<file path="src/rtl/tc_bus_arbiter_if.sv">
// rtl/tc_bus_arbiter_if.sv - requester and timer-bus signal bundle for tc_bus_arbiter (lock port with TC_ARB_LOCK_EN)
interface tc_bus_arbiter_if #(
    parameter int ADDR_W = 8,
    parameter int DATA_W = 8
);
    logic [1:0]        req;
    logic [1:0]        we;
    logic [ADDR_W-1:0] addr0;
    logic [ADDR_W-1:0] addr1;
    logic [DATA_W-1:0] wdata0;
    logic [DATA_W-1:0] wdata1;
    logic [1:0]        gnt;
    logic [1:0]        done;
    logic              err;
    logic [DATA_W-1:0] rdata;
    logic              tc_write;
    logic              tc_read;
    logic [ADDR_W-1:0] tc_addr;
    logic [DATA_W-1:0] tc_wdata;
    logic [DATA_W-1:0] tc_rdata;
    logic              tc_irq;
    logic              irq_out;
`ifdef TC_ARB_LOCK_EN
    logic [1:0]        lock;

    modport slave (
        input  req, we, addr0, addr1, wdata0, wdata1, tc_rdata, tc_irq, lock,
        output gnt, done, err, rdata, tc_write, tc_read, tc_addr, tc_wdata, irq_out
    );
    modport master (
        output req, we, addr0, addr1, wdata0, wdata1, tc_rdata, tc_irq, lock,
        input  gnt, done, err, rdata, tc_write, tc_read, tc_addr, tc_wdata, irq_out
    );
`else
    modport slave (
        input  req, we, addr0, addr1, wdata0, wdata1, tc_rdata, tc_irq,
        output gnt, done, err, rdata, tc_write, tc_read, tc_addr, tc_wdata, irq_out
    );
    modport master (
        output req, we, addr0, addr1, wdata0, wdata1, tc_rdata, tc_irq,
        input  gnt, done, err, rdata, tc_write, tc_read, tc_addr, tc_wdata, irq_out
    );
`endif
endinterface

</file>
<file path="src/rtl/tc_bus_arbiter.sv">
// rtl/tc_bus_arbiter.sv - two-requester round-robin arbiter and access sequencer for the timer register bus (optional TC_ARB_LOCK_EN)
module tc_bus_arbiter #(
    parameter int RD_LAT = 2,
    parameter int ADDR_W = 8,
    parameter int DATA_W = 8
) (
    input  logic            clk,
    input  logic            rst,
    tc_bus_arbiter_if.slave bus
);
    typedef enum logic [1:0] {IDLE, STROBE, WAIT, RESP} state_t;

    // WAIT runs RD_LAT-1 cycles, so tc_rdata is sampled RD_LAT cycles after the strobe cycle
    localparam logic [2:0] LAT_LOAD = 3'(RD_LAT - 1);

    state_t            state_q;
    logic [1:0]        gnt_q;
    logic [1:0]        done_q;
    logic              err_q;
    logic              tc_write_q;
    logic              tc_read_q;
    logic              irq_q;
    logic [DATA_W-1:0] rdata_q;
    logic [DATA_W-1:0] tc_wdata_q;
    logic [ADDR_W-1:0] tc_addr_q;
    logic              win_q;
    logic              we_q;
    logic              legal_q;
    logic              prio_q;     // requester favoured on a tie
    logic [2:0]        cnt_q;

    logic              win_d;
    logic [ADDR_W-1:0] sel_addr;
    logic [DATA_W-1:0] sel_wdata;
    logic              sel_we;
    logic              sel_legal;

`ifdef TC_ARB_LOCK_EN
    logic              hold_q;     // previous winner asked to keep the bus
    logic              hold_id_q;
`endif

    function automatic logic addr_legal(input logic [ADDR_W-1:0] a);
        return (a == ADDR_W'(8'h15)) ||
               ((a >= ADDR_W'(8'h24)) && (a <= ADDR_W'(8'h28))) ||
               ((a >= ADDR_W'(8'h44)) && (a <= ADDR_W'(8'h47))) ||
               (a == ADDR_W'(8'h6E));
    endfunction

    // Pick the requester to grant from IDLE: round-robin on a tie, lock overrides
    always_comb begin
        win_d = (bus.req == 2'b11) ? prio_q : bus.req[1];
`ifdef TC_ARB_LOCK_EN
        if (hold_q && bus.req[hold_id_q]) begin
            win_d = hold_id_q;
        end
`endif
    end

    assign sel_addr  = win_d ? bus.addr1 : bus.addr0;
    assign sel_wdata = win_d ? bus.wdata1 : bus.wdata0;
    assign sel_we    = bus.we[win_d];
    assign sel_legal = addr_legal(sel_addr);

    // Access sequencer: grant, strobe, optional read wait, one-cycle response
    always_ff @(posedge clk or negedge rst) begin
        if (!rst) begin
            state_q    <= IDLE;
            gnt_q      <= 2'b00;
            done_q     <= 2'b00;
            err_q      <= 1'b0;
            tc_write_q <= 1'b0;
            tc_read_q  <= 1'b0;
            rdata_q    <= '0;
            tc_addr_q  <= '0;
            tc_wdata_q <= '0;
            win_q      <= 1'b0;
            we_q       <= 1'b0;
            legal_q    <= 1'b0;
            prio_q     <= 1'b0;
            cnt_q      <= 3'd0;
`ifdef TC_ARB_LOCK_EN
            hold_q     <= 1'b0;
            hold_id_q  <= 1'b0;
`endif
        end else begin
            tc_write_q <= 1'b0;
            tc_read_q  <= 1'b0;
            done_q     <= 2'b00;
            case (state_q)
                IDLE: begin
`ifdef TC_ARB_LOCK_EN
                    if (hold_q && !bus.req[hold_id_q]) begin
                        hold_q <= 1'b0;
                    end
`endif
                    if (|bus.req) begin
                        win_q      <= win_d;
                        gnt_q      <= win_d ? 2'b10 : 2'b01;
                        tc_addr_q  <= sel_addr;
                        tc_wdata_q <= sel_wdata;
                        we_q       <= sel_we;
                        legal_q    <= sel_legal;
                        tc_write_q <= sel_legal && sel_we;
                        tc_read_q  <= sel_legal && !sel_we;
                        state_q    <= STROBE;
                    end
                end
                STROBE: begin
                    if (!legal_q) begin
                        err_q   <= 1'b1;
                        done_q  <= gnt_q;
                        state_q <= RESP;
                    end else if (we_q) begin
                        done_q  <= gnt_q;
                        state_q <= RESP;
                    end else if (RD_LAT == 1) begin
                        rdata_q <= bus.tc_rdata;
                        done_q  <= gnt_q;
                        state_q <= RESP;
                    end else begin
                        cnt_q   <= LAT_LOAD;
                        state_q <= WAIT;
                    end
                end
                WAIT: begin
                    cnt_q <= cnt_q - 3'd1;
                    if (cnt_q == 3'd1) begin
                        rdata_q <= bus.tc_rdata;
                        done_q  <= gnt_q;
                        state_q <= RESP;
                    end
                end
                RESP: begin
                    prio_q  <= ~win_q;
                    gnt_q   <= 2'b00;
                    err_q   <= 1'b0;
                    state_q <= IDLE;
`ifdef TC_ARB_LOCK_EN
                    hold_q    <= bus.lock[win_q];
                    hold_id_q <= win_q;
`endif
                end
                default: state_q <= IDLE;
            endcase
        end
    end

    // Interrupt pass-through, one clock of delay, unrelated to the sequencer
    always_ff @(posedge clk or negedge rst) begin
        if (!rst) begin
            irq_q <= 1'b0;
        end else begin
            irq_q <= bus.tc_irq;
        end
    end

    assign bus.gnt      = gnt_q;
    assign bus.done     = done_q;
    assign bus.err      = err_q;
    assign bus.rdata    = rdata_q;
    assign bus.tc_write = tc_write_q;
    assign bus.tc_read  = tc_read_q;
    assign bus.tc_addr  = tc_addr_q;
    assign bus.tc_wdata = tc_wdata_q;
    assign bus.irq_out  = irq_q;
endmodule
</file>
<file path="src/flat_wrapper.sv">
// flat-port wrapper written by rule: the top's interface ports become plain ports
module tc_bus_arbiter_flat 
#(
    parameter int RD_LAT = 2,
    parameter int ADDR_W = 8,
    parameter int DATA_W = 8
)
  (clk, rst, bus_req, bus_we, bus_addr0, bus_addr1, bus_wdata0, bus_wdata1, bus_tc_rdata, bus_tc_irq, bus_gnt, bus_done, bus_err, bus_rdata, bus_tc_write, bus_tc_read, bus_tc_addr, bus_tc_wdata, bus_irq_out);
  tc_bus_arbiter_if #(.ADDR_W(ADDR_W), .DATA_W(DATA_W)) bus_i ();
  input  logic clk;
  input  logic rst;
  input wire logic [$bits(bus_i.req)-1:0] bus_req;
  input wire logic [$bits(bus_i.we)-1:0] bus_we;
  input wire logic [$bits(bus_i.addr0)-1:0] bus_addr0;
  input wire logic [$bits(bus_i.addr1)-1:0] bus_addr1;
  input wire logic [$bits(bus_i.wdata0)-1:0] bus_wdata0;
  input wire logic [$bits(bus_i.wdata1)-1:0] bus_wdata1;
  input wire logic [$bits(bus_i.tc_rdata)-1:0] bus_tc_rdata;
  input wire logic [$bits(bus_i.tc_irq)-1:0] bus_tc_irq;
  output wire logic [$bits(bus_i.gnt)-1:0] bus_gnt;
  output wire logic [$bits(bus_i.done)-1:0] bus_done;
  output wire logic [$bits(bus_i.err)-1:0] bus_err;
  output wire logic [$bits(bus_i.rdata)-1:0] bus_rdata;
  output wire logic [$bits(bus_i.tc_write)-1:0] bus_tc_write;
  output wire logic [$bits(bus_i.tc_read)-1:0] bus_tc_read;
  output wire logic [$bits(bus_i.tc_addr)-1:0] bus_tc_addr;
  output wire logic [$bits(bus_i.tc_wdata)-1:0] bus_tc_wdata;
  output wire logic [$bits(bus_i.irq_out)-1:0] bus_irq_out;
  assign bus_i.req = bus_req;
  assign bus_i.we = bus_we;
  assign bus_i.addr0 = bus_addr0;
  assign bus_i.addr1 = bus_addr1;
  assign bus_i.wdata0 = bus_wdata0;
  assign bus_i.wdata1 = bus_wdata1;
  assign bus_i.tc_rdata = bus_tc_rdata;
  assign bus_i.tc_irq = bus_tc_irq;
  assign bus_gnt = bus_i.gnt;
  assign bus_done = bus_i.done;
  assign bus_err = bus_i.err;
  assign bus_rdata = bus_i.rdata;
  assign bus_tc_write = bus_i.tc_write;
  assign bus_tc_read = bus_i.tc_read;
  assign bus_tc_addr = bus_i.tc_addr;
  assign bus_tc_wdata = bus_i.tc_wdata;
  assign bus_irq_out = bus_i.irq_out;
  tc_bus_arbiter #(.RD_LAT(RD_LAT), .ADDR_W(ADDR_W), .DATA_W(DATA_W)) u_core (.clk(clk), .rst(rst), .bus(bus_i));
endmodule
</file>
<file path="config.mk">
export PLATFORM = sky130hd
export DESIGN_NAME = tc_bus_arbiter_flat
export DESIGN_NICKNAME = d
export VERILOG_FILES = /design/src/rtl/tc_bus_arbiter_if.sv /design/src/rtl/tc_bus_arbiter.sv /design/src/flat_wrapper.sv
export SDC_FILE = /design/constraint.sdc
export NUM_CORES = 1
export LEC_CHECK = 0
export BUFFER_PORTS_ARGS = -buffer_cell sky130_fd_sc_hd__buf_4
export CAP_MARGIN = 20
export CORE_MARGIN = 2
export CORE_UTILIZATION = 47
export CTS_CLUSTER_DIAMETER = 30
export DETAILED_ROUTE_END_ITERATION = 6
export PLACE_DENSITY = 0.77
export SLEW_MARGIN = 15
export SYNTH_ARGS = -nofsm -noshare
export SYNTH_HDL_FRONTEND = slang
export SYNTH_SLANG_ARGS = --single-unit
export TNS_END_PERCENT = 50
</file>
<file path="constraint.sdc">
create_clock -name clk -period 2.3 [get_ports clk]
set_input_delay 0.23 -clock clk [delete_from_list [all_inputs] [get_ports clk]]
set_output_delay 0.23 -clock clk [all_outputs]
set_load 0.01 [all_outputs]
</file>
==> flow_results.xml, run 1 <==
<?xml version="1.0" encoding="UTF-8"?>
<metrics>
  <group name="outcome">
    <metric name="status" unit="">finished clean</metric>
  </group>
  <group name="sta">
    <metric name="totalNegativeSetupSlack" unit="ns">0</metric>
    <metric name="slew_viol_final" unit="">0</metric>
    <metric name="maxClockFrequency" unit="GHz">0.597</metric>
    <metric name="worst_slack" unit="ns">0.625</metric>
    <metric name="final.hold.worst_slack" unit="ns">0.0420</metric>
    <metric name="slew_headroom" unit="%">51.2</metric>
    <metric name="period_share" unit="%">72.8</metric>
    <metric name="fin_worst_skew" unit="ns">0.00462</metric>
    <metric name="worst-slew-pin-transition" unit="ns">0.729</metric>
    <metric name="finalSetupViolCount" unit="">0</metric>
    <metric name="time_the_final_worst_path_needs_with_i_o_delays_and_setup" unit="ns">1.67</metric>
    <metric name="report.final.hold_viol_count" unit="">0</metric>
    <metric name="rsz0062_at_grt" unit="">no</metric>
  </group>
  <group name="layout">
    <metric name="insertedDiodeCount" unit="">0</metric>
    <metric name="fillCellCount" unit="">339</metric>
    <metric name="post_route_cells_drive_above_1_share" unit="%">37.3</metric>
    <metric name="growth_of_design_area_from_synthesis_to_finish" unit="%">37.3</metric>
    <metric name="final_common_cell" unit="">sky130_fd_sc_hd__buf_4</metric>
    <metric name="most-common-layout-cells" unit="">sky130_fd_sc_hd__buf_4, sky130_fd_sc_hd__dfrtp_1, sky130_fd_sc_hd__o21ai_0</metric>
    <metric name="layout.nets" unit="">323</metric>
  </group>
  <group name="worst_setup_path">
    <metric name="setup.worst_path.end_class" unit="">flip-flop</metric>
    <metric name="crit_path_start_kind" unit="">flip-flop</metric>
    <metric name="crit_required" unit="ns">2.48</metric>
    <metric name="arrival" unit="ns">1.85</metric>
    <metric name="critPathMaxFanout" unit="">9</metric>
    <metric name="critical_path_class" unit="">reg -&gt; reg</metric>
    <metric name="timing.critical_path.from" unit="">u_core.state_q[0]</metric>
    <metric name="rr_startpoint" unit="">u_core.state_q[0]</metric>
  </group>
  <group name="hold_path">
    <metric name="hp-start" unit="">bus_tc_irq</metric>
    <metric name="hold_path_class" unit="">in -&gt; reg</metric>
  </group>
  <group name="drt">
    <metric name="number_of_iterations_in_the_first_detailed_routing_pass" unit="">4</metric>
    <metric name="avgRoutedWirePerCell" unit="µm">13.7</metric>
    <metric name="post-route-drc-count" unit="">0</metric>
    <metric name="viasPerCell" unit="">5.13</metric>
    <metric name="route.vias.total" unit="">1648</metric>
    <metric name="detail-route-antenna-nets" unit="">0</metric>
    <metric name="drt-initial-drc-count" unit="">54</metric>
    <metric name="drt_wl_total" unit="mm">4.40</metric>
  </group>
  <group name="logic_synthesis">
    <metric name="postSynthCellCount" unit="">191</metric>
    <metric name="net_count_synth" unit="">244</metric>
    <metric name="yosysWarnings" unit="">0</metric>
    <metric name="synth_seq_cells" unit="">41</metric>
    <metric name="synth_area" unit="µm²">1990</metric>
    <metric name="post_synth_num_cell_types" unit="">35</metric>
    <metric name="synth_area_per_cell" unit="µm²">10.4</metric>
    <metric name="share_of_synthesized_area_occupied_by_flip_flops_and_latches" unit="%">51.6</metric>
  </group>
  <group name="global_routing">
    <metric name="grt_antenna_before_repair" unit="">0</metric>
    <metric name="largest_net_degree_at_the_start_of_global_routing" unit="">42</metric>
    <metric name="grt_first_pass_wirelength" unit="mm">7.45</metric>
    <metric name="gr-total-overflow" unit="">0</metric>
    <metric name="vias_in_the_first_global_route" unit="">1620</metric>
    <metric name="grt_usage" unit="%">19.4</metric>
  </group>
  <group name="floorplanning">
    <metric name="chipHeight" unit="µm">69.0</metric>
    <metric name="die_width" unit="µm">69.0</metric>
    <metric name="design.portCount" unit="">79</metric>
    <metric name="core_area" unit="µm²">4030</metric>
    <metric name="die_area" unit="µm²">4760</metric>
    <metric name="rows" unit="">23</metric>
    <metric name="start_util" unit="%">49.3</metric>
  </group>
  <group name="power">
    <metric name="power.leakage" unit="nW">1.40</metric>
    <metric name="power.density_cell_area" unit="nW/µm²">1170</metric>
    <metric name="p_total" unit="mW">3.20</metric>
    <metric name="irDropWorstVdd" unit="µV">551</metric>
  </group>
  <group name="flow_run">
    <metric name="maxCapViolations" unit="">0</metric>
  </group>
  <group name="place">
    <metric name="detailed_place_hpwl" unit="mm">3.36</metric>
    <metric name="place.port_buffers" unit="">78</metric>
    <metric name="place_congestion" unit="">0.809</metric>
    <metric name="post_place_setup_slack" unit="ns">0.546</metric>
  </group>
  <group name="clock_network">
    <metric name="clock_insertion_delay_worst_skew" unit="ns">0.29</metric>
    <metric name="max-clock-path-buffers" unit="">2</metric>
    <metric name="total_cts_buffers" unit="">5</metric>
    <metric name="post-cts-setup-buffer-count" unit="">0</metric>
    <metric name="clock-root-buffer" unit="">sky130_fd_sc_hd__clkbuf_8</metric>
    <metric name="tritoncts" unit="">done</metric>
    <metric name="cts.reportedPaths.clkPinSlew" unit="ns">0.07</metric>
    <metric name="clock_sink_count" unit="">41</metric>
    <metric name="ctsHtreeMaxLevel" unit="">2</metric>
  </group>
</metrics>
## critical path, stage by stage, from the launching register on
cell	delay, ns
sky130_fd_sc_hd__dfrtp_1	0.41
sky130_fd_sc_hd__inv_1	0.13
sky130_fd_sc_hd__ha_1	0.20
sky130_fd_sc_hd__inv_1	0.08
sky130_fd_sc_hd__or2_2	0.40
sky130_fd_sc_hd__mux2_1	0.34
## kinds of logic after synthesis
logic type | after synthesis | share of synthesized area [%]
multiplexers | 25 | 13.4
AO/OA/AOI/OAI | 50 | 15.2
AND/OR/NAND/NOR | 49 | 11.3
flip-flops | 41 | 51.6
buffers and inverters | 20 | 4.66
adder cells (fa/ha/maj) | 6 | 3.78
## flip-flops by register name, indices dropped and copies added, names as in the netlist
register / cells
u_core.bus.rdata: 8
u_core.bus.tc_addr: 8
u_core.bus.tc_wdata: 8
u_core.cnt_q: 3
u_core.bus.done: 2
u_core.bus.gnt: 2
u_core.state_q: 2
u_core.bus.err: 1
u_core.bus.irq_out: 1
u_core.bus.tc_read: 1
u_core.bus.tc_write: 1
u_core.legal_q: 1
u_core.prio_q: 1
u_core.we_q: 1
u_core.win_q: 1
## final timing paths
path                                       end  slack, ns  cells past startpoint
max                        u_core.bus.rdata[0]       0.63                      5
min                         u_core.bus.irq_out       0.04                      1
max reg2reg                u_core.bus.rdata[0]       0.63                      5
min reg2reg                      u_core.prio_q       0.47                      1
max in group asynchronous        u_core.prio_q       1.50                      2
min in group asynchronous  u_core.bus.rdata[5]       0.45                      2
## synthesized netlist by cell type (all sizes together)
master	number	area [µm²]
a21bo	1	10.0
nand3	1	5.00
o2111ai	2	17.5
a22o	3	26.3
a22oi	1	7.51
nand4	1	6.26
a211o	2	17.5
nand2b	3	26.3
o31ai	1	7.51
clkbuf	5	18.8
inv	13	48.8
a21boi	1	7.51
nor2b	2	20.0
a21oi	4	20.0
o32ai	1	8.76
a221o	1	10.0
dfrtp	41	1030
mux2	10	116
a32oi	1	8.76
and2	2	12.5
buf	2	25.0
nand2	29	109
ha	6	75.1
mux2i	15	150
or2	1	6.26
o21ai	32	160
nor2	10	40.0
## report_power, final
group / total [mW] / internal (mW) / switching, mW
registers: 1.21 / 1.03 / 0.182
clock network: 0.587 / 0.354 / 0.234
logic: 1.40 / 0.689 / 0.708
total: 3.20 / 2.07 / 1.12
## repair_timing
action,in CTS,in global routing
endpoints found under the hold margin,41,0
gates resized for setup,0,0
hold buffers,1,0
## through the flow
stage / instance area [µm²] / std cells / utilization [%]
after floorplan: 1990 / 191 / -
after global placement: 2590 / 312 / 64.4
after detailed placement: 2590 / 312 / 64.4
after CTS: 2720 / 321 / 67.5
after global routing: 2730 / 321 / 67.7
final: 2730 / 321 / 67.7
## metal layers
layer,wire [µm],track usage (%),vias up
met4,76,8.06,0
li1,-,-,819
met5,0,0,-
met1,1870,25.0,752
met2,2140,31.4,67
met3,311,4.68,10
## layout make-up
class / instances / area (µm²) / area share [%]
well taps: 50 / 62.6 / 2.29
multi-input cells: 130 / 880 / 32.2
clock inverters: 1 / 30.0 / 1.10
repair buffers: 79 / 596 / 21.8
clock buffers: 7 / 86.3 / 3.16
flip-flops and latches: 41 / 1030 / 37.6
inverters: 13 / 48.8 / 1.79
No activity file was read; power rests on OpenSTA's default activity.
==> inputs of run 2 (changes only) <==
==> constraint.sdc (replaced) <==
create_clock -name clk -period 1.69 [get_ports clk]
set_input_delay 0.169 -clock clk [delete_from_list [all_inputs] [get_ports clk]]
set_output_delay 0.169 -clock clk [all_outputs]
set_load 0.01 [all_outputs]
==> flow_results.xml, run 2 (same netlist as run 1, synthesis figures left out) <==
<?xml version="1.0" encoding="UTF-8"?>
<metrics>
  <group name="outcome">
    <metric name="status" unit="">finished clean</metric>
  </group>
  <group name="clock_network">
    <metric name="max-clock-path-buffers" unit="">2</metric>
    <metric name="tritoncts" unit="">done</metric>
    <metric name="ctsHtreeMaxLevel" unit="">2</metric>
    <metric name="clock_insertion_delay_worst_skew" unit="ns">0.28</metric>
    <metric name="clock-root-buffer" unit="">sky130_fd_sc_hd__clkbuf_8</metric>
    <metric name="cts.reportedPaths.clkPinSlew" unit="ns">0.07</metric>
    <metric name="total_cts_buffers" unit="">5</metric>
    <metric name="clock_sink_count" unit="">41</metric>
  </group>
  <group name="flow_run">
    <metric name="maxCapViolations" unit="">0</metric>
  </group>
  <group name="layout">
    <metric name="most-common-layout-cells" unit="">sky130_fd_sc_hd__buf_4, sky130_fd_sc_hd__dfrtp_1, sky130_fd_sc_hd__o21ai_0</metric>
    <metric name="insertedDiodeCount" unit="">0</metric>
    <metric name="final_common_cell" unit="">sky130_fd_sc_hd__buf_4</metric>
    <metric name="growth_of_design_area_from_synthesis_to_finish" unit="%">39.9</metric>
    <metric name="post_route_cells_drive_above_1_share" unit="%">39.2</metric>
    <metric name="layout.nets" unit="">331</metric>
    <metric name="final_standard_cell_count_with_taps_included_and_fillers_excluded" unit="">328</metric>
    <metric name="post_route_core_utilization" unit="%">69.0</metric>
  </group>
  <group name="power">
    <metric name="power_report.internal_total" unit="mW">2.86</metric>
    <metric name="clkPwrFrac" unit="%">16.8</metric>
    <metric name="power.leakage" unit="nW">1.43</metric>
    <metric name="net-switching-power" unit="mW">1.54</metric>
    <metric name="power.density_cell_area" unit="nW/µm²">1580</metric>
    <metric name="share_seq_of_total_power" unit="%">37.5</metric>
    <metric name="p_total" unit="mW">4.40</metric>
    <metric name="irDropWorstVdd" unit="µV">735</metric>
    <metric name="net_switching_share_of_the_total_power" unit="%">34.9</metric>
    <metric name="combPwrFrac" unit="%">45.7</metric>
  </group>
  <group name="place">
    <metric name="post_place_setup_slack" unit="ns">0.0621</metric>
    <metric name="place.port_buffers" unit="">78</metric>
    <metric name="place_congestion" unit="">0.773</metric>
    <metric name="place_inst" unit="">319</metric>
    <metric name="detailed_place_hpwl" unit="mm">3.42</metric>
  </group>
  <group name="worst_setup_path">
    <metric name="reg2reg_depth" unit="">5</metric>
    <metric name="crit_path_start_kind" unit="">flip-flop</metric>
    <metric name="rr_startpoint" unit="">u_core.state_q[0]</metric>
    <metric name="arrival" unit="ns">1.72</metric>
    <metric name="r2r_slack" unit="ns">0.14</metric>
    <metric name="timing.critical_path.from" unit="">u_core.state_q[0]</metric>
    <metric name="critPathCapture" unit="">u_core.bus.rdata[0]</metric>
    <metric name="critical_path_class" unit="">reg -&gt; reg</metric>
    <metric name="crit_required" unit="ns">1.85</metric>
    <metric name="r2r_end" unit="">u_core.bus.rdata[0]</metric>
    <metric name="setup.worst_path.end_class" unit="">flip-flop</metric>
    <metric name="critPathMaxFanout" unit="">9</metric>
  </group>
  <group name="sta">
    <metric name="finalSetupViolCount" unit="">0</metric>
    <metric name="period_share" unit="%">92.0</metric>
    <metric name="worst-slew-pin-transition" unit="ns">0.500</metric>
    <metric name="slew_viol_final" unit="">0</metric>
    <metric name="totalNegativeSetupSlack" unit="ns">0</metric>
    <metric name="report.final.hold_viol_count" unit="">0</metric>
    <metric name="slew_headroom" unit="%">66.6</metric>
    <metric name="time_the_final_worst_path_needs_with_i_o_delays_and_setup" unit="ns">1.55</metric>
    <metric name="fin_worst_skew" unit="ns">0.00302</metric>
    <metric name="rsz0062_at_grt" unit="">no</metric>
    <metric name="worst_slack" unit="ns">0.135</metric>
    <metric name="maxClockFrequency" unit="GHz">0.643</metric>
  </group>
  <group name="drt">
    <metric name="post-route-drc-count" unit="">0</metric>
    <metric name="drt-initial-drc-count" unit="">133</metric>
    <metric name="drt_wl_total" unit="mm">4.32</metric>
    <metric name="avgRoutedWirePerCell" unit="µm">13.2</metric>
    <metric name="route.vias.total" unit="">1693</metric>
    <metric name="detail-route-antenna-nets" unit="">0</metric>
    <metric name="viasPerCell" unit="">5.16</metric>
    <metric name="number_of_iterations_in_the_first_detailed_routing_pass" unit="">4</metric>
  </group>
  <group name="floorplanning">
    <metric name="rows" unit="">23</metric>
    <metric name="die_width" unit="µm">69.0</metric>
    <metric name="die_area" unit="µm²">4760</metric>
    <metric name="design.portCount" unit="">79</metric>
    <metric name="start_util" unit="%">49.3</metric>
    <metric name="chipHeight" unit="µm">69.0</metric>
    <metric name="core_area" unit="µm²">4030</metric>
  </group>
  <group name="global_routing">
    <metric name="grt_first_pass_wirelength" unit="mm">7.46</metric>
    <metric name="grt_antenna_before_repair" unit="">0</metric>
    <metric name="vias_in_the_first_global_route" unit="">1644</metric>
    <metric name="grt_usage" unit="%">19.2</metric>
    <metric name="largest_net_degree_at_the_start_of_global_routing" unit="">42</metric>
    <metric name="gr-total-overflow" unit="">0</metric>
  </group>
  <group name="hold_path">
    <metric name="hold_path_class" unit="">in -&gt; reg</metric>
    <metric name="hp-start" unit="">bus_tc_rdata[2]</metric>
  </group>
</metrics>
-- run 2: worst min-delay path by stage --
stage	cells after the start	slack [ns]	end
2_1_floorplan	0	-0.13	u_core.bus.done[0]
3_3_place_gp	1	0.18	u_core.cnt_q[1]
3_5_place_dp	1	0.18	u_core.cnt_q[1]
4_1_cts	2	0.11	u_core.bus.rdata[7]
5_1_grt	2	0.11	u_core.bus.rdata[4]
6_report	2	0.12	u_core.bus.rdata[2]
-- run 2: final cells by class --
| cell class | instances | area [µm²] |
|---|---|---|
| Multi-Input combinational cell | 130 | 880 |
| Sequential cell | 41 | 1030 |
| Tap cell | 50 | 62.6 |
| Clock inverter | 2 | 35.0 |
| Clock buffer | 5 | 68.8 |
| Timing Repair Buffer | 87 | 658 |
| Inverter | 13 | 48.8 |
| Fill cell | 345 | 1250 |
-- run 2: worst max-delay path, stage by stage (launching register included) --
cell                      delay, ns
sky130_fd_sc_hd__dfrtp_1       0.40
sky130_fd_sc_hd__inv_1         0.09
sky130_fd_sc_hd__ha_1          0.21
sky130_fd_sc_hd__inv_1         0.09
sky130_fd_sc_hd__or2_4         0.31
sky130_fd_sc_hd__mux2_1        0.34
-- run 2: stage by stage --
step                cell area [µm²]  hold slack, ns
finish                         2780           0.119
global route                   2780           0.112
CTS                            2770           0.108
detailed placement             2650           0.176
global placement               2650           0.180
floorplan                      1990          -0.127
-- run 2: power groups by stage --
stage / sequential [mW] / clock, mW / combinational (mW)
after floorplan: 1.79 / 0 / 0.950
after global placement: 1.65 / 0 / 1.95
after detailed placement: 1.66 / 0 / 2.02
after CTS: 1.65 / 0.764 / 2.02
after global routing: 1.71 / 0.805 / 2.24
final: 1.65 / 0.739 / 2.01
-- run 2: repair_timing --
item                                    CTS  global route
resized for setup                         0             2
setup buffers                             0             0
hold endpoints to repair                 42             0
endpoints found under the setup margin    0             2
hold buffers                              2             0
-- run 2: routing by layer --
layer  wire length (µm)  vias to the layer above  GRT usage (%)  share of wire [%]
li1                   -                      832              -                  -
met1               1840                      793           23.9                 43
met2               2130                       64           31.8                 49
met3                308                        4           5.99                7.1
met4                 38                        0           6.32               0.88
met5                  0                        -              0                  0
==> inputs of run 3 (changes only) <==
--- a/config.mk
+++ b/config.mk
@@ -7,7 +7,7 @@
 export LEC_CHECK = 0
 export BUFFER_PORTS_ARGS = -buffer_cell sky130_fd_sc_hd__buf_4
 export CAP_MARGIN = 20
-export CORE_MARGIN = 2
+export CORE_MARGIN = 1.5
 export CORE_UTILIZATION = 47
 export CTS_CLUSTER_DIAMETER = 30
 export DETAILED_ROUTE_END_ITERATION = 6
==> flow_results.xml, run 3 (same netlist as run 1, synthesis figures left out) <==
<?xml version="1.0" encoding="UTF-8"?>
<metrics>
  <group name="outcome">
    <metric name="status" unit="">finished clean</metric>
  </group>
  <group name="layout">
    <metric name="insertedDiodeCount" unit="">0</metric>
    <metric name="growth_of_design_area_from_synthesis_to_finish" unit="%">38.7</metric>
    <metric name="post_route_cells_drive_above_1_share" unit="%">38.6</metric>
    <metric name="final_design_area_no_fill" unit="µm²">2760</metric>
    <metric name="most-common-layout-cells" unit="">sky130_fd_sc_hd__buf_4, sky130_fd_sc_hd__dfrtp_1, sky130_fd_sc_hd__o21ai_0</metric>
    <metric name="final_common_cell" unit="">sky130_fd_sc_hd__buf_4</metric>
    <metric name="layout.nets" unit="">329</metric>
  </group>
  <group name="drt">
    <metric name="number_of_iterations_in_the_first_detailed_routing_pass" unit="">4</metric>
    <metric name="avgRoutedWirePerCell" unit="µm">12.7</metric>
    <metric name="drt_wl_total" unit="mm">4.17</metric>
    <metric name="post-route-drc-count" unit="">0</metric>
    <metric name="viasPerCell" unit="">5.22</metric>
    <metric name="drt-initial-drc-count" unit="">60</metric>
    <metric name="route.vias.total" unit="">1707</metric>
    <metric name="detail-route-antenna-nets" unit="">0</metric>
  </group>
  <group name="sta">
    <metric name="period_share" unit="%">95.2</metric>
    <metric name="fin_worst_skew" unit="ns">0.00531</metric>
    <metric name="time_the_final_worst_path_needs_with_i_o_delays_and_setup" unit="ns">1.61</metric>
    <metric name="final.hold.worst_slack" unit="ns">0.0951</metric>
    <metric name="report.final.hold_viol_count" unit="">0</metric>
    <metric name="finalSetupViolCount" unit="">0</metric>
    <metric name="worst-slew-pin-transition" unit="ns">0.494</metric>
    <metric name="slew_headroom" unit="%">67.1</metric>
    <metric name="maxClockFrequency" unit="GHz">0.622</metric>
    <metric name="slew_viol_final" unit="">0</metric>
    <metric name="rsz0062_at_grt" unit="">no</metric>
    <metric name="totalNegativeSetupSlack" unit="ns">0</metric>
  </group>
  <group name="floorplanning">
    <metric name="core_area" unit="µm²">4030</metric>
    <metric name="rows" unit="">23</metric>
    <metric name="die_width" unit="µm">68.0</metric>
    <metric name="chipHeight" unit="µm">68.0</metric>
    <metric name="design.portCount" unit="">79</metric>
    <metric name="start_util" unit="%">49.3</metric>
    <metric name="die_area" unit="µm²">4630</metric>
  </group>
  <group name="worst_setup_path">
    <metric name="critical_path_class" unit="">reg -&gt; reg</metric>
    <metric name="crit_required" unit="ns">1.86</metric>
    <metric name="critPathBufInv" unit="">2</metric>
    <metric name="critical_path.max_stage_delay" unit="ns">0.40</metric>
    <metric name="setup.worst_path.end_class" unit="">flip-flop</metric>
    <metric name="worstPathCellList" unit="">inv_1 &gt; ha_1 &gt; inv_1 &gt; or2_2 &gt; mux2_1</metric>
    <metric name="timing.critical_path.mode_cell" unit="">sky130_fd_sc_hd__inv_1</metric>
    <metric name="critPathMaxFanout" unit="">9</metric>
    <metric name="arrival" unit="ns">1.78</metric>
    <metric name="crit_path_start_kind" unit="">flip-flop</metric>
    <metric name="critPathTopFamily" unit="">flip-flops</metric>
    <metric name="critical-path-slowest-cell" unit="">sky130_fd_sc_hd__dfrtp_1</metric>
  </group>
  <group name="clock_network">
    <metric name="cts_repair_resize_count" unit="">0</metric>
    <metric name="total_cts_buffers" unit="">5</metric>
    <metric name="clock_sink_count" unit="">41</metric>
    <metric name="cts.reportedPaths.clkPinSlew" unit="ns">0.08</metric>
    <metric name="ctsHtreeMaxLevel" unit="">2</metric>
    <metric name="max-clock-path-buffers" unit="">2</metric>
    <metric name="clock_insertion_delay_worst_skew" unit="ns">0.29</metric>
    <metric name="clock-root-buffer" unit="">sky130_fd_sc_hd__clkbuf_8</metric>
    <metric name="tritoncts" unit="">done</metric>
  </group>
  <group name="place">
    <metric name="detailed_place_hpwl" unit="mm">3.28</metric>
    <metric name="place.port_buffers" unit="">78</metric>
    <metric name="dpl_cell_area" unit="µm²">2650</metric>
    <metric name="place_congestion" unit="">0.831</metric>
  </group>
  <group name="global_routing">
    <metric name="grt_first_pass_wirelength" unit="mm">6.78</metric>
    <metric name="grt_usage" unit="%">19.5</metric>
    <metric name="largest_net_degree_at_the_start_of_global_routing" unit="">42</metric>
    <metric name="gr-total-overflow" unit="">0</metric>
    <metric name="grt_antenna_before_repair" unit="">0</metric>
    <metric name="vias_in_the_first_global_route" unit="">1636</metric>
  </group>
  <group name="power">
    <metric name="irDropWorstVdd" unit="µV">612</metric>
    <metric name="power.density_cell_area" unit="nW/µm²">1540</metric>
    <metric name="power.leakage" unit="nW">1.42</metric>
    <metric name="p_total" unit="mW">4.24</metric>
  </group>
  <group name="hold_path">
    <metric name="hold_path_class" unit="">in -&gt; reg</metric>
  </group>
  <group name="flow_run">
    <metric name="maxCapViolations" unit="">0</metric>
  </group>
</metrics>
run 3: cell types whose count changed in the layout (fill, tap and decap cells not counted), sizes merged:
cell	change
clkinv	+2
bufinv	-1
buf	-2
run 3: final timing paths:
| path | start | slack [ns] | to | cells after the start |
|---|---|---|---|---|
| max reg2reg | u_core.state_q[0] | 0.08 | u_core.bus.rdata[0] | 5 |
| min reg2reg | u_core.cnt_q[2] | 0.48 | u_core.cnt_q[2] | 1 |
| min in group asynchronous | rst | 0.38 | u_core.cnt_q[2] | 2 |
| min | bus_tc_rdata[0] | 0.1 | u_core.bus.rdata[0] | 2 |
| max in group asynchronous | rst | 0.95 | u_core.we_q | 2 |
| max | u_core.state_q[0] | 0.08 | u_core.bus.rdata[0] | 5 |
run 3: cell type report:
class	count	area, µm²
clock buffers	5	68.8
clock inverters	3	22.5
fillers	343	1270
inverters	13	48.8
multi-input cells	130	872
flip-flops and latches	41	1030
well taps	50	62.6
repair buffers	85	656
run 3: stage by stage:
| step | std cells | util (%) | setup WS, ns |
|---|---|---|---|
| after floorplan | 191 | - | 0.0282 |
| after global placement | 317 | 65.7 | 0.134 |
| after detailed placement | 317 | 65.7 | 0.0739 |
| after CTS | 327 | 68.4 | 0.0706 |
| after global routing | 327 | 68.4 | 0.0135 |
| final | 327 | 68.4 | 0.0811 |
run 3: power by group:
group / total [mW] / switching (mW) / internal [mW]
Sequential: 1.65 / 0.242 / 1.40
Clock: 0.619 / 0.326 / 0.292
Combinational: 1.98 / 0.964 / 1.02
Total: 4.24 / 1.53 / 2.71
run 3: timing repair:
item	4_1_cts	5_1_grt
endpoints found under the hold margin	42	0
buffers inserted	0	0
hold buffers	2	0
endpoints found under the setup margin	0	0
run 3: layer usage:
| layer | vias to the layer above | part of all wire [%] | global-route usage, % |
|---|---|---|---|
| li1 | 827 | - | - |
| met1 | 800 | 40 | 21.4 |
| met2 | 73 | 51 | 34.1 |
| met3 | 7 | 8.2 | 7.07 |
| met4 | 0 | 1.1 | 8.00 |
| met5 | - | 0 | 0 |
